File: src/rtl/clk_pkg.sv
// Shared BCD types, range constants and digit helpers for the wall-clock blocks.
package clk_pkg;

    typedef logic [3:0] bcd_digit_t;
    typedef logic [7:0] bcd_pair_t;

    localparam bcd_pair_t MIN_MAX     = 8'h59;
    localparam bcd_pair_t HOUR_MAX_24 = 8'h23;
    localparam bcd_pair_t HOUR_MAX_12 = 8'h12;
    localparam bcd_pair_t HOUR_MIN_12 = 8'h01;

    typedef enum logic {StRun, StHold} run_state_e;

    // Both digits must be decimal; then a plain unsigned compare orders BCD correctly.
    function automatic logic bcd_in_range(bcd_pair_t v, bcd_pair_t lo, bcd_pair_t hi);
        bcd_digit_t tens;
        bcd_digit_t ones;
        tens = v[7:4];
        ones = v[3:0];
        return (tens <= 4'd9) && (ones <= 4'd9) && (v >= lo) && (v <= hi);
    endfunction

    function automatic bcd_pair_t bcd_inc(bcd_pair_t v);
        bcd_digit_t tens;
        bcd_digit_t ones;
        tens = v[7:4];
        ones = v[3:0];
        if (ones == 4'd9) begin
            return {tens + 4'd1, 4'd0};
        end
        return {tens, ones + 4'd1};
    endfunction

endpackage

File: src/rtl/bcd_pair_counter.sv
// Two-digit BCD counter over [MIN_VAL, MAX_VAL] with load and a wrap indication.
module bcd_pair_counter
    import clk_pkg::*;
#(
    parameter bcd_pair_t MIN_VAL = 8'h00,
    parameter bcd_pair_t MAX_VAL = 8'h59,
    parameter bcd_pair_t RST_VAL = 8'h00
) (
    input  logic      clk,
    input  logic      rst_n,
    input  logic      inc,
    input  logic      load,
    input  bcd_pair_t load_data,
    output bcd_pair_t value,
    output logic      wrap
);

    // Combinational: asserted in the cycle whose increment rolls MAX_VAL back to MIN_VAL.
    assign wrap = inc && !load && (value == MAX_VAL);

    always_ff @(posedge clk or negedge rst_n) begin
        if (!rst_n) begin
            value <= RST_VAL;
        end else if (load) begin
            value <= load_data;
        end else if (inc) begin
            value <= wrap ? MIN_VAL : bcd_inc(value);
        end
    end

endmodule

File: src/rtl/hm_time_counter.sv
// Hours/minutes wall-clock counter: minute-tick advance, user set/increment, hold,
// and hour/day carry pulses for the display and alarm blocks.
module hm_time_counter
    import clk_pkg::*;
#(
    parameter bit        MODE_24H = 1'b1,
    parameter bcd_pair_t RST_HOUR = 8'h00,
    parameter bcd_pair_t RST_MIN  = 8'h00
) (
    input  logic       clk,
    input  logic       rst_n,
    input  logic       min_tick,
    input  logic       hold,
    input  logic       load,
    input  logic [7:0] set_hour,
    input  logic [7:0] set_min,
    input  logic       inc_min,
    input  logic       inc_hour,
    output logic [7:0] min_bcd,
    output logic [7:0] hour_bcd,
    output logic       pm,
    output logic       hour_tick,
    output logic       day_tick,
    output logic       load_err
);

    localparam bcd_pair_t HOUR_LO = MODE_24H ? 8'h00 : HOUR_MIN_12;
    localparam bcd_pair_t HOUR_HI = MODE_24H ? HOUR_MAX_24 : HOUR_MAX_12;

    run_state_e state_q;
    logic       tick_pend_q;
    logic       tick_pend_d;
    logic       hold_act;
    logic       load_ok;
    logic       do_load;
    logic       any_inc;
    logic       tick_apply;
    logic       min_inc;
    logic       hour_inc;
    logic       min_wrap;
    logic       hour_wrap;
    logic       carry;
    logic       day_carry;
    logic       pm_toggle;

    always_comb begin
        // Hold is honoured as soon as it rises and until the FSM has seen it fall.
        hold_act   = hold || (state_q == StHold);
        load_ok    = bcd_in_range(set_min, 8'h00, MIN_MAX) &&
                     bcd_in_range(set_hour, HOUR_LO, HOUR_HI);
        do_load    = load && load_ok;
        any_inc    = inc_min || inc_hour;
        tick_apply = !load && !any_inc && !hold_act && (min_tick || tick_pend_q);
        min_inc    = (!load && inc_min) || tick_apply;
        hour_inc   = (!load && inc_hour) || (tick_apply && min_wrap);
        carry      = tick_apply && min_wrap;
        day_carry  = MODE_24H ? (carry && hour_wrap)
                              : (carry && pm && (hour_bcd == 8'h11));
        pm_toggle  = !MODE_24H && hour_inc && (hour_bcd == 8'h11);

        tick_pend_d = 1'b0;
        if (hold_act) begin
            tick_pend_d = 1'b0;
        end else if (load) begin
            tick_pend_d = tick_pend_q && !load_ok;
        end else if (any_inc) begin
            tick_pend_d = tick_pend_q || min_tick;
        end
    end

    bcd_pair_counter #(
        .MIN_VAL(8'h00),
        .MAX_VAL(MIN_MAX),
        .RST_VAL(RST_MIN)
    ) u_min_cnt (
        .clk      (clk),
        .rst_n    (rst_n),
        .inc      (min_inc),
        .load     (do_load),
        .load_data(set_min),
        .value    (min_bcd),
        .wrap     (min_wrap)
    );

    bcd_pair_counter #(
        .MIN_VAL(HOUR_LO),
        .MAX_VAL(HOUR_HI),
        .RST_VAL(RST_HOUR)
    ) u_hour_cnt (
        .clk      (clk),
        .rst_n    (rst_n),
        .inc      (hour_inc),
        .load     (do_load),
        .load_data(set_hour),
        .value    (hour_bcd),
        .wrap     (hour_wrap)
    );

    always_ff @(posedge clk or negedge rst_n) begin
        if (!rst_n) begin
            state_q     <= StRun;
            tick_pend_q <= 1'b0;
            pm          <= 1'b0;
            hour_tick   <= 1'b0;
            day_tick    <= 1'b0;
            load_err    <= 1'b0;
        end else begin
            case (state_q)
                StRun:   if (hold)  state_q <= StHold;
                StHold:  if (!hold) state_q <= StRun;
                default: state_q <= StRun;
            endcase
            tick_pend_q <= tick_pend_d;
            if (pm_toggle) pm <= !pm;
            hour_tick   <= carry;
            day_tick    <= day_carry;
            load_err    <= load && !load_ok;
        end
    end

endmodule

File: config.mk
export PLATFORM = sky130hd
export DESIGN_NAME = hm_time_counter
export DESIGN_NICKNAME = d
export VERILOG_FILES = /design/src/rtl/clk_pkg.sv /design/src/rtl/bcd_pair_counter.sv /design/src/rtl/hm_time_counter.sv
export SDC_FILE = /design/constraint.sdc
export NUM_CORES = 1
export LEC_CHECK = 0
export ABC_CLOCK_PERIOD_IN_PS = 2800
export BUFFER_PORTS_ARGS = -buffer_cell sky130_fd_sc_hd__buf_2
export CAP_MARGIN = 40
export CELL_PAD_IN_SITES_DETAIL_PLACEMENT = 0
export CELL_PAD_IN_SITES_GLOBAL_PLACEMENT = 1
export CORE_ASPECT_RATIO = 2
export CORE_UTILIZATION = 42
export CTS_BUF_LIST = sky130_fd_sc_hd__clkbuf_8
export DETAILED_ROUTE_END_ITERATION = 7
export GPL_TIMING_DRIVEN = 0
export PLACE_DENSITY = 0.91
export SETUP_SLACK_MARGIN = 0.15
export SLEW_MARGIN = 10
export SYNTH_ARGS = -nofsm -noshare
export SYNTH_HDL_FRONTEND = slang
export SYNTH_SLANG_ARGS = --single-unit
File: constraint.sdc
create_clock -name clk -period 2.8 [get_ports clk]
set_input_delay 0.42 -clock clk [delete_from_list [all_inputs] [get_ports clk]]
set_output_delay 0.42 -clock clk [all_outputs]
set_load 0.01 [all_outputs]
**After elaboration in Yosys (flattened, before gate mapping)**

Cells that the tools add are included.

- Output and inout bits: 20
- Flip-flop bits (word level): 21
- Word-level logic and storage cells: 82
- Input port bits: 23

- $add $sub $neg: 4
- Reductions and logical operators: 37
- Eq/ne operators: 4
- Muxes and demuxes: 20
- $lt $le $gt $ge: 8

Operator list:

| operator | count |
|---|---|
| 8-bit two-way mux | 10 |
| 1-bit logical AND | 21 |
| 4-bit by 1-bit adder with 4-bit output (second input constant) | 4 |
| 8-bit by 1-bit >= comparator with 1-bit output (second input constant) | 2 |
| 4-bit less-or-equal comparator (second input constant) | 4 |
| 1-bit two-way mux | 10 |
| 4-bit == test (second input constant) | 2 |
| 8-bit by 6-bit == test with 1-bit output (second input constant) | 1 |
| 8-bit by 7-bit == test with 1-bit output (second input constant) | 1 |
| 8-bit by 6-bit less-or-equal comparator with 1-bit output (second input constant) | 1 |
| 8-bit by 7-bit less-or-equal comparator with 1-bit output (second input constant) | 1 |
| 3-bit nonzero test | 2 |
| 1-bit zero test | 5 |
| 1-bit logical OR | 5 |
| 2-bit AND reduction | 2 |
| 2-bit nonzero test | 2 |

**Depth between registers and ports, before layout**

Gate-level depths: netlist (run 1).

- Depth in word-level cells: 17
- Gate-level depth with buffers: 8

**Modules after synthesis**

Synthesis (run 1) repeated with hierarchy kept, for this count alone.

- Cells, all modules: 149
- Area total of the unflattened synthesis: 1,407.6 um^2

By module, submodules not included:

| module | cells each | area an instance (um^2) | instances |
|---|---|---|---|
| bcd_pair_counter (u_hour_cnt) | 65 | 595.6 | 1 |
| bcd_pair_counter (u_min_cnt) | 59 | 558.0 | 1 |
| hm_time_counter | 25 | 254.0 | 1 |

**Worst setup path after synthesis (run 1)**

Ideal clock, no wire load.

- Path kind: reg-to-reg
- Start point: register u_min_cnt.value[1]
- End point: register u_hour_cnt.value[5]
- Cell stages (with the launch flop): 9
- Clock period less this slack: 1.806 ns
- Library setup time: 0.082 ns
- Arrival time: 1.724 ns
- Path slack: 0.994 ns
- Buffers on the path: 2
- Path through: dfrtp_1 -> inv_1 -> ha_1 -> and3b_1 -> buf_2 -> a41oi_2 -> buf_2 -> or3_1 -> a31oi_1

- Longest elaborated chain between the ends: 9
- Elaborated cells between the ends (all ways): 12

RTL lines:

| item | RTL line | source |
|---|---|---|
| start, declared | bcd_pair_counter.sv:14 | `output bcd_pair_t value,` |
| start signal, assigned | bcd_pair_counter.sv:25 | `value <= load_data;` |
| start signal, assigned | bcd_pair_counter.sv:27 | `value <= wrap ? MIN_VAL : bcd_inc(value);` |
| 8-bit by 7-bit == test with 1-bit output * | bcd_pair_counter.sv:19 | `assign wrap = inc && !load && (value == MAX_VAL);` |
| 1-bit logical AND * | bcd_pair_counter.sv:19 |  |
| 1-bit logical AND * | hm_time_counter.sv:55 | `hour_inc = (!load && inc_hour) \|\| (tick_apply && min_wrap);` |
| 1-bit logical OR * | hm_time_counter.sv:55 |  |
| 1-bit logical AND (2 in series) | bcd_pair_counter.sv:19 |  |
| 8-bit two-way mux | bcd_pair_counter.sv:27 |  |
| 8-bit two-way mux | bcd_pair_counter.sv:26 | `end else if (inc) begin` |
| 8-bit two-way mux | bcd_pair_counter.sv:24 | `end else if (load) begin` |
| end signal, assigned | bcd_pair_counter.sv:25 |  |
| end signal, assigned | bcd_pair_counter.sv:27 |  |
| end, declared | bcd_pair_counter.sv:14 |  |

Mark *: on every way between the ends. The rest lies on a longest branch, timed or not. The select of a mux whose other input is x is not followed.
A chain may end at the register's enable or synchronous reset.

**Worst setup path after layout (run 1)**

Same ends and word-level chain as after synthesis.

==> metrics.txt, run 1 <==
Top-Level Pins 43; Synth warnings 0; CTS Root Cell clkbuf_8; Final setup viols 0; Cell Rows 28; Die W 42.2 um; area grow syn2layout 21.2%; Layout Nets 223; average size of a mapped cell 9.31 sq um; die footprint 3480 sq um; Synth top area share 38.7%; P_leak 0.731 nW; dpl cells 217; syn_nets 177; total power divided by cell area 794 nW/um^2; clock-pin slew on the worst setup and hold paths 0.08 ns; drt pass-1 iters 4; final WL 3850 um; Synth Flop Type dfrtp_1; Final WS setup 0.698 ns; antenna-violating nets left 0; Worst Path Required 2.98 ns; Critical Path AT 2.28 ns; register area 526 sq um; crit-path most repeated cell buf_2; most common cell in the netlist dfrtp_1; IO Port Bufs 41; DP Wirelength 2990 um; post-synth top area cell dfrtp_1; maximum VDD drop 412 uV; Async S/R FF share, synth 100%; worst-case clock buffer depth 2; GRT overflow 0; drt via density 6.33; Seq/Total Area, Yosys 38.7%; post-CTS resize count 0; Clock Skew 0.00519 ns; layout cells sized above 1 28.3%; # Post-CTS Setup Buffers 0; first-pass GRT wire length 6160 um; multi-input logic area 767 sq um; Synth top cells by count 21 x dfrtp_1, 13 x a31oi_1, 13 x nor3_1; Post-Route Utilization 54.7%; Final period util 75.1%; clock tree from TritonCTS yes; total clock sinks 21; EDFF count, synth 0; Final min period 2.10 ns; Non-Filler Instances 221; critical path type flop to flop; critical path peak fanout 10; fmax 0.476 GHz; worst-margin pin slew 0.505 ns; Place WS 0.691 ns; Initial DRC Count 38; Final Max Tran Viols 0; minimum hold slack 0.117 ns; number of max-cap violations 0; top cells by area, synth dfrtp_1 39%, ha_1 7.4%, a31oi_1 6.0%; Synth Instances 146; H-tree depth 1; final hold vios 0; HP Class primary input to asynchronous set/reset pin; Core Area 3010 sq um; fillcell total 294; CTS Hold Buffers Added 0; clk_lat worst skew 0.26 ns; status finished clean; Vias 1,399; RD Place Congestion 0.843; RSZ-0062 raised after global routing false; worst relative slew slack 66.3%; DRC viols 0; CP Capture Type flop; setup_tns 0 ns; critical path startpoint category flop; Die H 82.4 um; ant diodes 0; Netlist cell types 42; initial core utilization 45.1%; Post-Syn Area 1360 sq um; clock buffer count from CTS 3; CP max stage delay 0.43 ns; routed len/inst 17.4 um; overall routing resource usage 23.5%; pin count of the biggest net entering global routing 22; Yosys reg bits 21; critical-path cell list inv_1 > ha_1 > and3b_1 > buf_2 > a41oi_2 > buf_2 > or3_1 > a31oi_1; slowest CP cell dfrtp_1; vias in the first global route 1,368; initial antenna violation count 0
## per-layer routing
layer  vias to the layer above  routed length, um  track usage, %
met4                         0                127            12.8
li1                        648                  -               -
met5                         -                  0               0
met3                        11                142            2.83
met1                       693               1500            23.7
met2                        47               2080            45.2
## layout make-up
type | count | share of cell area (%)
multi-input combinational | 110 | 46.6
sequential | 21 | 31.9
timing repair buffer | 41 | 12.5
clock buffer | 3 | 2.51
buffer | 8 | 2.43
tap | 30 | 2.28
inverter | 7 | 1.60
clock inverter | 1 | 0.228
## worst paths after layout
check                      depth (start not counted)               start                   to  slack (ns)
hold reg to reg                                    1             state_q          tick_pend_q        0.53
min in group clk                                   1                hold              state_q        0.34
hold / removal                                     1               rst_n   u_min_cnt.value[1]        0.12
setup / recovery                                   8  u_min_cnt.value[1]  u_hour_cnt.value[5]        0.70
setup reg to reg                                   8  u_min_cnt.value[1]  u_hour_cnt.value[5]        0.70
max in group asynchronous                          1               rst_n             load_err        2.34
## cell families after synthesis
kind of cell / share of synthesized area, %
other: 0.276
flip-flops: 38.7
buffers and inverters: 4.88
AO/OA/AOI/OAI: 21.6
adder cells (fa/ha/maj): 7.37
AND/OR/NAND/NOR: 27.2
## layout by cell type, fill, tap and decap left out, types with 4 or more instances in the layout
master,synthesis,final
nand2_1,7,7
o21ai_0,6,6
nand3_1,7,7
dfrtp_1,21,21
or3_1,6,6
a31oi_1,13,13
or4_1,4,4
o21ai_1,4,4
inv_1,7,8
buf_2,4,45
nor3_1,13,13
ha_1,8,8
nand3b_1,4,4
## stage by stage
step / area (sq um) / total power [mW]
after floorplan: 1360 / 0.866
after global placement: 1600 / 1.08
after detailed placement: 1600 / 1.11
after CTS: 1650 / 1.31
after global routing: 1650 / 1.41
final: 1650 / 1.31
## worst max-delay path: cells and delay by family (launching register included)
kind | cells | cell delay (ns)
compound gates | 2 | 0.43
simple gates | 2 | 0.49
fa+ha+maj | 1 | 0.18
buf+inv | 3 | 0.50
flops | 1 | 0.43
## registers in the layout (all words and copies together) (netlist names)
signal	flops
day_tick	1
hour_tick	1
load_err	1
state_q	1
tick_pend_q	1
u_hour_cnt.value	8
u_min_cnt.value	8
## power by group
group          internal [mW]  leakage, nW  switching (mW)
registers              0.407        0.256           0.148
logic                  0.253        0.448           0.298
clock network         0.0979       0.0269           0.103
total                  0.758        0.731           0.550
(Power assumes the default switching activity.)
==> run 2: changes to the inputs <==
--- a/config.mk
+++ b/config.mk
@@ -5,17 +5,18 @@
 export SDC_FILE = /design/constraint.sdc
 export NUM_CORES = 1
 export LEC_CHECK = 0
-export ABC_CLOCK_PERIOD_IN_PS = 2800
+export ABC_AREA = 1
+export ABC_CLOCK_PERIOD_IN_PS = 1700
 export BUFFER_PORTS_ARGS = -buffer_cell sky130_fd_sc_hd__buf_2
 export CAP_MARGIN = 40
 export CELL_PAD_IN_SITES_DETAIL_PLACEMENT = 0
 export CELL_PAD_IN_SITES_GLOBAL_PLACEMENT = 1
 export CORE_ASPECT_RATIO = 2
-export CORE_UTILIZATION = 42
+export CORE_UTILIZATION = 34
 export CTS_BUF_LIST = sky130_fd_sc_hd__clkbuf_8
 export DETAILED_ROUTE_END_ITERATION = 7
 export GPL_TIMING_DRIVEN = 0
-export PLACE_DENSITY = 0.91
+export PLACE_DENSITY = 0.81
 export SETUP_SLACK_MARGIN = 0.15
 export SLEW_MARGIN = 10
 export SYNTH_ARGS = -nofsm -noshare
==> constraint.sdc (replaced) <==
create_clock -name clk -period 1.7 [get_ports clk]
set_input_delay 0.255 -clock clk [delete_from_list [all_inputs] [get_ports clk]]
set_output_delay 0.255 -clock clk [all_outputs]
set_load 0.01 [all_outputs]
==> metrics.txt, run 2 <==
Final Max Tran Viols 0 (unchanged); Critical Path AT 1.72 ns (was 2.28 ns); Final WS setup 0.146 ns (was 0.698 ns); Clock Skew 0.00183 ns (was 0.00519 ns); Vias 1,426 (was 1,399); final hold vios 0 (unchanged); critical-path cell list inv_1 > ha_2 > nand3b_1 > nor2_4 > nand2_2 > nand2_4 > inv_2 > nand2_4 > nand2_4 > nand2_1 > nand2_1 (was inv_1 > ha_1 > and3b_1 > buf_2 > a41oi_2 > buf_2 > or3_1 > a31oi_1); drt pass-1 iters 4 (unchanged); Non-Filler Instances 302 (was 221); Netlist cell types 26 (was 42); slowest CP cell dfrtp_1 (unchanged); antenna-violating nets left 0 (unchanged); number of max-cap violations 0 (unchanged); Async S/R FF share, synth 100% (unchanged); GRT overflow 0 (unchanged); syn_nets 231 (was 177); clock-pin slew on the worst setup and hold paths 0.08 ns (about the same); most common cell in the netlist nand2_1 (was dfrtp_1); Layout Nets 282 (was 223); first-pass GRT wire length 6250 um (was 6160 um); Place WS 0.0322 ns (was 0.691 ns); largest registers u_hour_cnt.value x8, u_min_cnt.value x8 (unchanged); layout cells sized above 1 35.2% (was 28.3%); fmax 0.643 GHz (was 0.476 GHz); ant diodes 0 (unchanged); critical path type flop to flop (unchanged); critical path peak fanout 6 (was 10); Synth top area share 35.3% (was 38.7%); Synth warnings 0 (unchanged); Post-Syn Area 1490 sq um (was 1360 sq um); IO Port Bufs 41 (unchanged); CP max stage delay 0.42 ns (was 0.43 ns); average size of a mapped cell 7.45 sq um (was 9.31 sq um); initial antenna violation count 0 (unchanged); worst-margin pin slew 0.506 ns (was 0.505 ns); Synth Flop Type dfrtp_1 (unchanged); Overall Power 1.73 mW (was 1.31 mW); commonest cells after routing, fill and taps aside 52 x nand2_1, 41 x buf_2, 21 x inv_1 (was 45 x buf_2, 21 x dfrtp_1, 13 x nor3_1, 13 x a31oi_1); drt via density 4.72 (was 6.33); Synth top cells by count 56 x nand2_1, 24 x nand3_1, 21 x dfrtp_1 (was 21 x dfrtp_1, 13 x a31oi_1, 13 x nor3_1); Core Area 4130 sq um (was 3010 sq um); Worst Path Required 1.86 ns (was 2.98 ns); top cells by area, synth dfrtp_1 35%, nand2_1 14%, nand3_1 8.1% (was dfrtp_1 39%, ha_1 7.4%, a31oi_1 6.0%); final WL 3780 um (was 3850 um); Cell Rows 33 (was 28); P_leak 1.07 nW (was 0.731 nW); critical path startpoint category flop (unchanged); CP Capture Type flop (unchanged); Final min period 1.55 ns (was 2.10 ns); DRC viols 0 (unchanged); clk_lat worst skew 0.26 ns (about the same); setup_tns 0 ns (unchanged); Final period util 91.4% (was 75.1%); total power divided by cell area 911 nW/um^2 (was 794 nW/um^2); EDFF count, synth 0 (unchanged); CTS Root Cell clkbuf_8 (unchanged); clock tree from TritonCTS yes (unchanged); die footprint 4670 sq um (was 3480 sq um); Die H 95.6 um (was 82.4 um); Initial DRC Count 20 (was 38); dpl cells 293 (was 217); Final setup viols 0 (unchanged); H-tree depth 1 (unchanged); Seq/Total Area, Yosys 35.3% (was 38.7%); DP Wirelength 2880 um (was 2990 um); RD Place Congestion 0.764 (was 0.843); Top-Level Pins 43 (unchanged); pin count of the biggest net entering global routing 22 (unchanged); routed len/inst 12.5 um (was 17.4 um); initial core utilization 36.1% (was 45.1%); area grow syn2layout 27.6% (was 21.2%); fillcell total 448 (was 294); Post-Route Utilization 46.1% (was 54.7%); total clock sinks 21 (unchanged); status finished clean (unchanged); maximum VDD drop 461 uV (was 412 uV); RSZ-0062 raised after global routing true (was false); Die W 48.8 um (was 42.2 um); crit-path most repeated cell nand2_4 (was buf_2); worst-case clock buffer depth 2 (unchanged); vias in the first global route 1,397 (was 1,368); overall routing resource usage 17.6% (was 23.5%); Yosys reg bits 21 (unchanged); commonest non-fill, non-tap cell in the layout nand2_1 (was buf_2); Synth Instances 200 (was 146); clock buffer count from CTS 3 (unchanged); post-synth top area cell dfrtp_1 (unchanged); worst relative slew slack 66.3% (about the same); HP Class primary input to flop (was primary input to asynchronous set/reset pin)
-- run 2: cell types whose count changed in the layout (fill, tap and decap cells not counted), moves of 6 or more --
cell and delta:
inv_1 +13, nand2_1 +45, a31oi_1 -13, or3_1 -6, nand2_2 +8, nand3_1 +12
nand4_1 +8, nor2_2 +6, nor2_1 +16, nand3_2 +6, nor3_1 -13
-- run 2: worst paths after layout --
kind / cells past startpoint / slack [ns] / startpoint / to
setup / recovery: 11 / 0.15 / u_min_cnt.value[5] / u_hour_cnt.value[4]
hold / removal: 1 / 0.11 / hold / state_q
setup reg to reg: 11 / 0.15 / u_min_cnt.value[5] / u_hour_cnt.value[4]
hold reg to reg: 2 / 0.54 / state_q / tick_pend_q
max in group asynchronous: 2 / 0.85 / rst_n / u_min_cnt.value[0]
min in group asynchronous: 2 / 0.48 / rst_n / u_min_cnt.value[1]
-- run 2: area by class of cell --
class	count	area, sq um	area share (%)
timing repair buffer	46	245	12.9
buffer	4	37.5	1.97
inverter	23	91.3	4.80
clock inverter	1	3.75	0.197
clock buffer	3	41.3	2.17
sequential	21	527	27.7
tap	52	65.1	3.42
multi-input combinational	152	891	46.8
-- run 2: routing by layer --
metal | vias to the layer above | GRT usage [%] | routed length, um
li1 | 735 | - | -
met2 | 26 | 36.0 | 2230
met3 | 6 | 1.44 | 81
met4 | 0 | 7.11 | 71
met1 | 659 | 17.6 | 1400
met5 | - | 0 | 0
-- run 2: cells by family (layout without fill, tap and decap cells) --
logic type | after synthesis | in the layout | share of synthesized area (%)
flip-flops | 21 | 21 | 35.3
AND/OR/NAND/NOR | 127 | 127 | 41.4
buffers and inverters | 27 | 77 | 8.31
AO/OA/AOI/OAI | 9 | 9 | 3.95
XOR/XNOR | 7 | 7 | 4.11
other | 1 | 1 | 0.252
adder cells (fa/ha/maj) | 8 | 8 | 6.72
-- run 2: stage by stage --
step / instance area, sq um / hold WS [ns]
2_1_floorplan: 1490 / -0.0406
4_1_cts: 1840 / 0.108
5_1_grt: 1900 / 0.103
3_5_place_dp: 1760 / 0.252
6_report: 1900 / 0.107
3_3_place_gp: 1760 / 0.252
-- run 2: power breakdown --
part	leakage, nW	total [mW]	switching [mW]	internal [mW]
combinational	0.770	0.654	0.359	0.295
clock	0.0269	0.339	0.178	0.161
sequential	0.277	0.740	0.146	0.594
total	1.07	1.73	0.683	1.05
-- run 2: worst max-delay path: cells and delay by family (launching register included) --
kind / cells / cell delay [ns]
flip-flops: 1 / 0.42
AND/OR/NAND/NOR: 8 / 0.75
adder cells (fa/ha/maj): 1 / 0.15
buffers and inverters: 2 / 0.11
-- run 2: what timing repair did --
item / 4_1_cts / 5_1_grt
resized for setup: 4 / 12
setup buffers: 2 / 2
pin swaps: 1 / 4
hold endpoints to repair: 21 / 0
endpoints found under the setup margin: 8 / 10
hold buffers: 1 / 0
